### src/rtl/keypad_scanner_if.sv
// Keypad-side signal bundle: row sense lines in, column strobes and decoded key out.
// The scanner drives through the master modport; the keypad/consumer side uses slave.
interface keypad_scanner_if;
  logic [3:0] row_n;
  logic [3:0] col_n;
  logic [3:0] key_code;
  logic       key_valid;
  logic       key_held;

  modport master (
    input  row_n,
    output col_n,
    output key_code,
    output key_valid,
    output key_held
  );

  modport slave (
    output row_n,
    input  col_n,
    input  key_code,
    input  key_valid,
    input  key_held
  );
endinterface

### src/rtl/keypad_scanner.sv
// 4x4 matrix keypad scanner with tick-based press/release debounce.
// Emits {row, col} and a one-cycle valid pulse on each accepted key.
module keypad_scanner #(
  parameter int unsigned TICK_DIV       = 27_000,
  parameter int unsigned DEBOUNCE_TICKS = 10
) (
  input logic             clk,
  input logic             rst,
  keypad_scanner_if.master kp
);

  localparam int unsigned TickW = (TICK_DIV > 1) ? $clog2(TICK_DIV) : 1;
  localparam int unsigned DebW  = $clog2(DEBOUNCE_TICKS + 1);

  typedef enum logic [1:0] {
    StScan,
    StDebPress,
    StHeld,
    StDebRel
  } state_e;

  // Row synchronizer and scan tick
  logic [3:0]       row_meta_q;
  logic [3:0]       row_s_q;
  logic [TickW-1:0] tick_cnt_q;
  logic             tick;

  assign tick = (tick_cnt_q == TickW'(TICK_DIV - 1));

  always_ff @(posedge clk) begin
    if (rst) begin
      row_meta_q <= 4'hF;
      row_s_q    <= 4'hF;
      tick_cnt_q <= '0;
    end else begin
      row_meta_q <= kp.row_n;
      row_s_q    <= row_meta_q;
      tick_cnt_q <= tick ? '0 : tick_cnt_q + TickW'(1);
    end
  end

  // Scanner state
  state_e          state_q, state_d;
  logic [3:0]      col_n_q, col_n_d;
  logic [1:0]      row_q, row_d;
  logic [DebW-1:0] deb_q, deb_d;
  logic [3:0]      key_code_q, key_code_d;
  logic            key_valid_q, key_valid_d;
  logic            key_held_q, key_held_d;

  always_ff @(posedge clk) begin
    if (rst) begin
      state_q     <= StScan;
      col_n_q     <= 4'b1110;
      row_q       <= '0;
      deb_q       <= '0;
      key_code_q  <= '0;
      key_valid_q <= 1'b0;
      key_held_q  <= 1'b0;
    end else begin
      state_q     <= state_d;
      col_n_q     <= col_n_d;
      row_q       <= row_d;
      deb_q       <= deb_d;
      key_code_q  <= key_code_d;
      key_valid_q <= key_valid_d;
      key_held_q  <= key_held_d;
    end
  end

  // Helpers: active column index, lowest low row, saturating debounce increment
  logic [1:0]      col_idx;
  logic [1:0]      low_row;
  logic            any_low;
  logic            latched_high;
  logic [3:0]      col_rot;
  logic [DebW-1:0] deb_inc;
  logic            deb_done;

  always_comb begin
    col_idx = 2'd0;
    unique case (col_n_q)
      4'b1110: col_idx = 2'd0;
      4'b1101: col_idx = 2'd1;
      4'b1011: col_idx = 2'd2;
      4'b0111: col_idx = 2'd3;
      default: col_idx = 2'd0;
    endcase
  end

  always_comb begin
    low_row = 2'd0;
    for (int i = 3; i >= 0; i--) begin
      if (!row_s_q[i]) low_row = 2'(i);
    end
  end

  assign any_low      = (row_s_q != 4'hF);
  assign latched_high = row_s_q[row_q];
  assign col_rot      = {col_n_q[2:0], col_n_q[3]};
  assign deb_inc      = (deb_q == DebW'(DEBOUNCE_TICKS)) ? deb_q : deb_q + DebW'(1);
  assign deb_done     = (deb_inc >= DebW'(DEBOUNCE_TICKS));

  always_comb begin
    state_d     = state_q;
    col_n_d     = col_n_q;
    row_d       = row_q;
    deb_d       = deb_q;
    key_code_d  = key_code_q;
    key_valid_d = 1'b0;
    key_held_d  = key_held_q;

    if (tick) begin
      unique case (state_q)
        StScan: begin
          if (any_low) begin
            row_d   = low_row;
            deb_d   = DebW'(1);
            state_d = StDebPress;
          end else begin
            col_n_d = col_rot;
          end
        end
        StDebPress: begin
          if (!latched_high) begin
            deb_d = deb_inc;
            if (deb_done) begin
              key_code_d  = {row_q, col_idx};
              key_valid_d = 1'b1;
              key_held_d  = 1'b1;
              state_d     = StHeld;
            end
          end else begin
            // Bounce: abandon this column and keep scanning
            state_d = StScan;
            col_n_d = col_rot;
          end
        end
        StHeld: begin
          if (latched_high) begin
            deb_d   = DebW'(1);
            state_d = StDebRel;
          end
        end
        StDebRel: begin
          if (latched_high) begin
            deb_d = deb_inc;
            if (deb_done) begin
              key_held_d = 1'b0;
              col_n_d    = col_rot;
              state_d    = StScan;
            end
          end else begin
            state_d = StHeld;
          end
        end
      endcase
    end
  end

  assign kp.col_n     = col_n_q;
  assign kp.key_code  = key_code_q;
  assign kp.key_valid = key_valid_q;
  assign kp.key_held  = key_held_q;

endmodule

### src/flat_wrapper.sv
// flat-port wrapper written by rule: the top's interface ports become plain ports
module keypad_scanner_flat 
#(
  parameter int unsigned TICK_DIV       = 27_000,
  parameter int unsigned DEBOUNCE_TICKS = 10
)
  (clk, rst, kp_row_n, kp_col_n, kp_key_code, kp_key_valid, kp_key_held);
  keypad_scanner_if kp_i ();
  input logic clk;
  input logic rst;
  input wire logic [$bits(kp_i.row_n)-1:0] kp_row_n;
  output wire logic [$bits(kp_i.col_n)-1:0] kp_col_n;
  output wire logic [$bits(kp_i.key_code)-1:0] kp_key_code;
  output wire logic [$bits(kp_i.key_valid)-1:0] kp_key_valid;
  output wire logic [$bits(kp_i.key_held)-1:0] kp_key_held;
  assign kp_i.row_n = kp_row_n;
  assign kp_col_n = kp_i.col_n;
  assign kp_key_code = kp_i.key_code;
  assign kp_key_valid = kp_i.key_valid;
  assign kp_key_held = kp_i.key_held;
  keypad_scanner #(.TICK_DIV(TICK_DIV), .DEBOUNCE_TICKS(DEBOUNCE_TICKS)) u_core (.clk(clk), .rst(rst), .kp(kp_i));
endmodule
### config.mk
export PLATFORM = sky130hd
export DESIGN_NAME = keypad_scanner_flat
export DESIGN_NICKNAME = d
export VERILOG_FILES = /design/src/rtl/keypad_scanner_if.sv /design/src/rtl/keypad_scanner.sv /design/src/flat_wrapper.sv
export SDC_FILE = /design/constraint.sdc
export NUM_CORES = 1
export LEC_CHECK = 0
export ABC_CLOCK_PERIOD_IN_PS = 3250
export BUFFER_PORTS_ARGS = -buffer_cell sky130_fd_sc_hd__buf_2
export CAP_MARGIN = 20
export CORE_MARGIN = 2
export CORE_UTILIZATION = 40
export CTS_CLUSTER_DIAMETER = 200
export DETAILED_ROUTE_END_ITERATION = 10
export PLACE_DENSITY = 0.56
export SKIP_CTS_REPAIR_TIMING = 1
export SLEW_MARGIN = 20
export SYNTH_ARGS = -nofsm -noshare
export SYNTH_HDL_FRONTEND = slang
export SYNTH_SLANG_ARGS = --single-unit
### constraint.sdc
create_clock -name clk -period 3.25 [get_ports clk]
set_input_delay 0.1625 -clock clk [delete_from_list [all_inputs] [get_ports clk]]
set_output_delay 0.1625 -clock clk [all_outputs]
set_load 0.02 [all_outputs]
* After elaboration in Yosys (flattened, before gate mapping) *
Index checks and enable logic that the tools add are counted.

storage, ports and cells
  register bits after elaboration = 41
  logic and storage cells = 78
  output and inout port bits = 10

cells by class
  bitwise operators = 3
  add/sub/neg operators = 2
  multiplexer cells = 31
  reductions and logical operators = 11
  order comparisons = 2
  eq/ne operators = 19

operators with widths
  kind                   count
  $mux 4                 9
  $mux 2                 10
  $pmux 4 s4             1
  $add 15x1->15 const B  1
  $eq 15x15->1 const B   1
  $eq 4x4->1 const B     3
  $ne 2x1->1 const B     6
  $pmux 4 s3             1
  $reduce_and 6->1       2
  $reduce_and 5->1       2
  $pmux 2 s4             1
  $mux 1                 6
  $pmux 2 s3             1
  $add 4x1->4 const B    1
  $eq 2x2->1 const B     2
  $eq 4x3->1 const B     1
  $ge 4x4->1 const B     1
  $ne 2x2->1 const B     2
  $ne 4x4->1 const B     1
  $reduce_and 4->1       1
  $reduce_or 4->1        1
  $lt 2x3->1 const B     1
  $ne 3x1->1 const B     1
  $ne 3x3->1 const B     1
  other kinds (9)        11

* Logic depth before layout (Yosys ltp) *
  word-level depth = 6
  mapped depth = 7
  mapped depth without buffers = 7

* Worst setup path after synthesis *
Ideal clock, no wire load.

  path kind = reg2reg
  from = reg u_core.tick_cnt_q[3]
  to = reg u_core.col_n_q[0], in the netlist u_core.kp.col_n[0]
  stages on the path, launching flop included = 6
  arrival time = 2020 ps
  data required time = 3178 ps
  setup time = 72 ps
  period minus slack after synthesis = 2092 ps
  slack = 1158 ps
  cell sequence = dfxtp_1 > or4b_4 > or4_1 > buf_2 > o22ai_2 > mux2i_1

on the way
  cells in the longest elaborated chain, start to end = 2

RTL lines
  item                        line                  text
  start: declaration          keypad_scanner.sv:25  logic [TickW-1:0] tick_cnt_q;
  start signal: assignment    keypad_scanner.sv:38  tick_cnt_q <= tick ? '0 : tick_cnt_q + TickW'(1);
  $eq 15x15->1                keypad_scanner.sv:28  assign tick = (tick_cnt_q == TickW'(TICK_DIV - 1));
  $reduce_and 6->1 (no line)  -
  end signal: assignment      keypad_scanner.sv:62  col_n_q <= col_n_d;
  end: declaration            keypad_scanner.sv:44  logic [3:0] col_n_q, col_n_d;

No other way between the ends.
A chain may end at the register's enable or synchronous reset.

* Worst setup path in the final report *
  from = reg u_core.tick_cnt_q[3]
  to = reg u_core.key_code_q[2], in the netlist u_core.kp.key_code[2]

on the way
  cells in the longest elaborated chain, start to end = 2

RTL lines
  item                        line                  text
  $eq 15x15->1                keypad_scanner.sv:28
  $reduce_and 4->1 (no line)  -
  end signal: assignment      keypad_scanner.sv:65  key_code_q <= key_code_d;
  end: declaration            keypad_scanner.sv:47  logic [3:0] key_code_q, key_code_d;

No other way between the ends.

==> reports/metrics.cfg <==
[final_layout]
final_common_cell=dfxtp_1
area_growth_pct=11.36
drive_above_1_share_pct=17.83
antenna_cells=0
post-route-util_pct=45.73
finalNonFillerCells=284
fillers=477
final_cell_mix=dfxtp_1 (41), nand2_1 (20), nor2_1 (20), buf_2 (15), inv_1 (11)
fin_nets=238

[setup_path]
crit_path_cell_trace=or4b_4 -> nor4_4 -> nand4_4 -> nor3_4 -> mux2i_1
reg2regPathDepth=5
cp_top_family=simple AND/OR/NAND/NOR gates
path_buf_inv=0
worstReg2RegEnd=u_core.kp.key_code[2]
reg2reg_slack_ns=0.93
crit_path_max_fanout=10
cp.arrival_ns=2.55
cp-endpoint=u_core.kp.key_code[2]
critPathCaptureType=register
cpMaxStageDelayCell=nor4_4
crit_required_ns=3.48
r2r_start=u_core.tick_cnt_q[3]
start_kind=register
critPathKind=reg -> reg
critPathMaxStageDelay_ns=0.61
path_depth=5
startpoint=u_core.tick_cnt_q[3]

[placement]
gp_congestion=0.7700
port_buffers=15
place_ws_ns=0.9012
placed_cells=276
hpwl_um=2486

[drt]
first_pass_iters=4
ant_nets=0
drt-initial-drc-count=68
wire_per_inst_um=12.68
wirelength_um=3601
remaining_drc_errors=0
viasPerCell=5.211
vias=1480

[sta]
fin_skew_ns=0.005227
rsz0062_at_grt=false
setup-tns-final_ns=0
finalSetupViolations=0
timing.hold.ws_ns=0.04398
drv_slew=0
tightest_slew_ns=0.6082
final_hold_viol_count=0
max_freq_mhz=430.3
timing.final.crit_share_pct=71.50
relSlewSlack_pct=59.15
fin_crit_ns=2.324
postLayoutSetupSlackWorst_ns=0.9262

[yosys]
ys.flop_type=dfxtp_1
synth_area_leader_cell=dfxtp_1
synth_seq_area_share_pct=42.60
syn-cell-area_sq_um=1927
synth_cells=217
synthAdderAreaFrac_pct=1.948
ys_warn_count=0
synth_top_family_by_area=simple AND/OR/NAND/NOR gates
synthSimpleGateAreaFrac_pct=29.29
synth.area.mux_share_pct=5.909
synth-xor-area-share_pct=6.364
ys_ff_latch=41
synth-compound-area-share_pct=9.675
yosysTopAreaCellShare_pct=42.60
synth.area.top_cells=dfxtp_1 (43%), mux2i_1 (4.2%), nand2_1 (3.9%)
syn-num-nets=226
synth.distinct_cells=45
synth_edf_count=0
postSynthAreaPerCell_sq_um=8.879
async_flop_share_pct=0

[grt]
grt-ovfl-total=0
grt_max_degree=25
grt_pass1_vias=1409
antenna_found_initial=0
grt_pass1_wl_um=6279
grt_use_total_pct=14.85

[floorplan]
die_x_um=73.41
ios=16
die_y_um=73.41
die_area_sq_um=5388
core_region_area_sq_um=4692
rows=25
initial_utilization_pct=41.07

[clock_network]
cts_root_buf=clkbuf_8
clockBufferDepth=2
cts_tree=yes
worstSkewPairLatency_ns=0.29
cts-buffers-inserted=5
cts_sinks=41
h-tree-depth=2
path_clk_slew_ns=0.08

[pwr]
max-vdd-ir-drop_v=0.0002718
p_per_area_nw_per_um2=459.4
leakagePower_nw=0.7514

[run]
drv_cap=0

[hold_path]
hold_class=in -> reg

[outcome]
status=complete, no violations

[how the worst min path moves through the flow]
stage                startpoint                    to  slack, ns  depth (start not counted)
floorplan           kp_row_n[0]  u_core.row_meta_q[0]       0.27                          1
global placement    kp_row_n[1]  u_core.row_meta_q[1]       0.35                          2
detailed placement  kp_row_n[1]  u_core.row_meta_q[1]       0.35                          2
CTS                 kp_row_n[1]  u_core.row_meta_q[1]       0.04                          2
global route        kp_row_n[2]  u_core.row_meta_q[2]       0.04                          2
finish              kp_row_n[1]  u_core.row_meta_q[1]       0.04                          2
[power breakdown]
part	switching (mW)	leakage [nW]	internal (mW)
logic	0.0271	0.360	0.0170
clock network	0.173	0.0585	0.250
registers	0.00656	0.333	0.512
total	0.206	0.751	0.779
[layout make-up]
class	count	area, sq um	share of cell area, %
Inverter	11	41.29	1.924
Clock inverter	1	30.03	1.399
Timing Repair Buffer	15	75.07	3.499
Sequential cell	41	820.8	38.25
Multi-Input combinational cell	155	1025	47.75
Tap cell	54	67.56	3.149
Clock buffer	7	86.33	4.023
[sequential cells by signal (all words and copies together) (netlist names), named ones only]
signal	cells
u_core.tick_cnt_q	15
u_core.deb_q	4
u_core.kp.col_n	4
u_core.kp.key_code	4
u_core.row_meta_q	4
u_core.row_s_q	4
u_core.row_q	2
u_core.kp.key_held	1
u_core.kp.key_valid	1
u_core.state_q	1
[synth_stat cells, types with 3 or more instances]
cell and n:
ha_1 3, mux2i_1 8, xnor2_1 7, o21ai_0 8, nand4_1 7, nor4_1 3
xor2_1 7, dfxtp_1 41, nand2_1 20, nor2_1 20, or2_2 9, a21oi_1 9
nand3_1 10, clkbuf_1 7, or3_1 4, inv_1 11, nand2b_1 3, a31oi_1 3
nor3_1 7
[layer usage]
layer	routed length, um	global-route usage [%]
met5	0	0
met4	61	5.455
met3	119	4.390
met2	1447	22.02
met1	1973	20.44
[metrics by stage]
stage	total power, mW	instance area [sq um]
6_report	0.9857	2146
5_1_grt	1.021	2146
4_1_cts	0.9965	2146
3_5_place_dp	0.5745	2029
3_3_place_gp	0.5744	2029
2_1_floorplan	0.5619	1927
[logic make-up after synthesis]
logic type,count (synthesis)
AND/OR/NAND/NOR,99
flip-flops,41
AO/OA/AOI/OAI,29
buffers and inverters,21
XOR/XNOR,14
multiplexers,10
adder cells (fa/ha/maj),3
(Power assumes the default switching activity.)
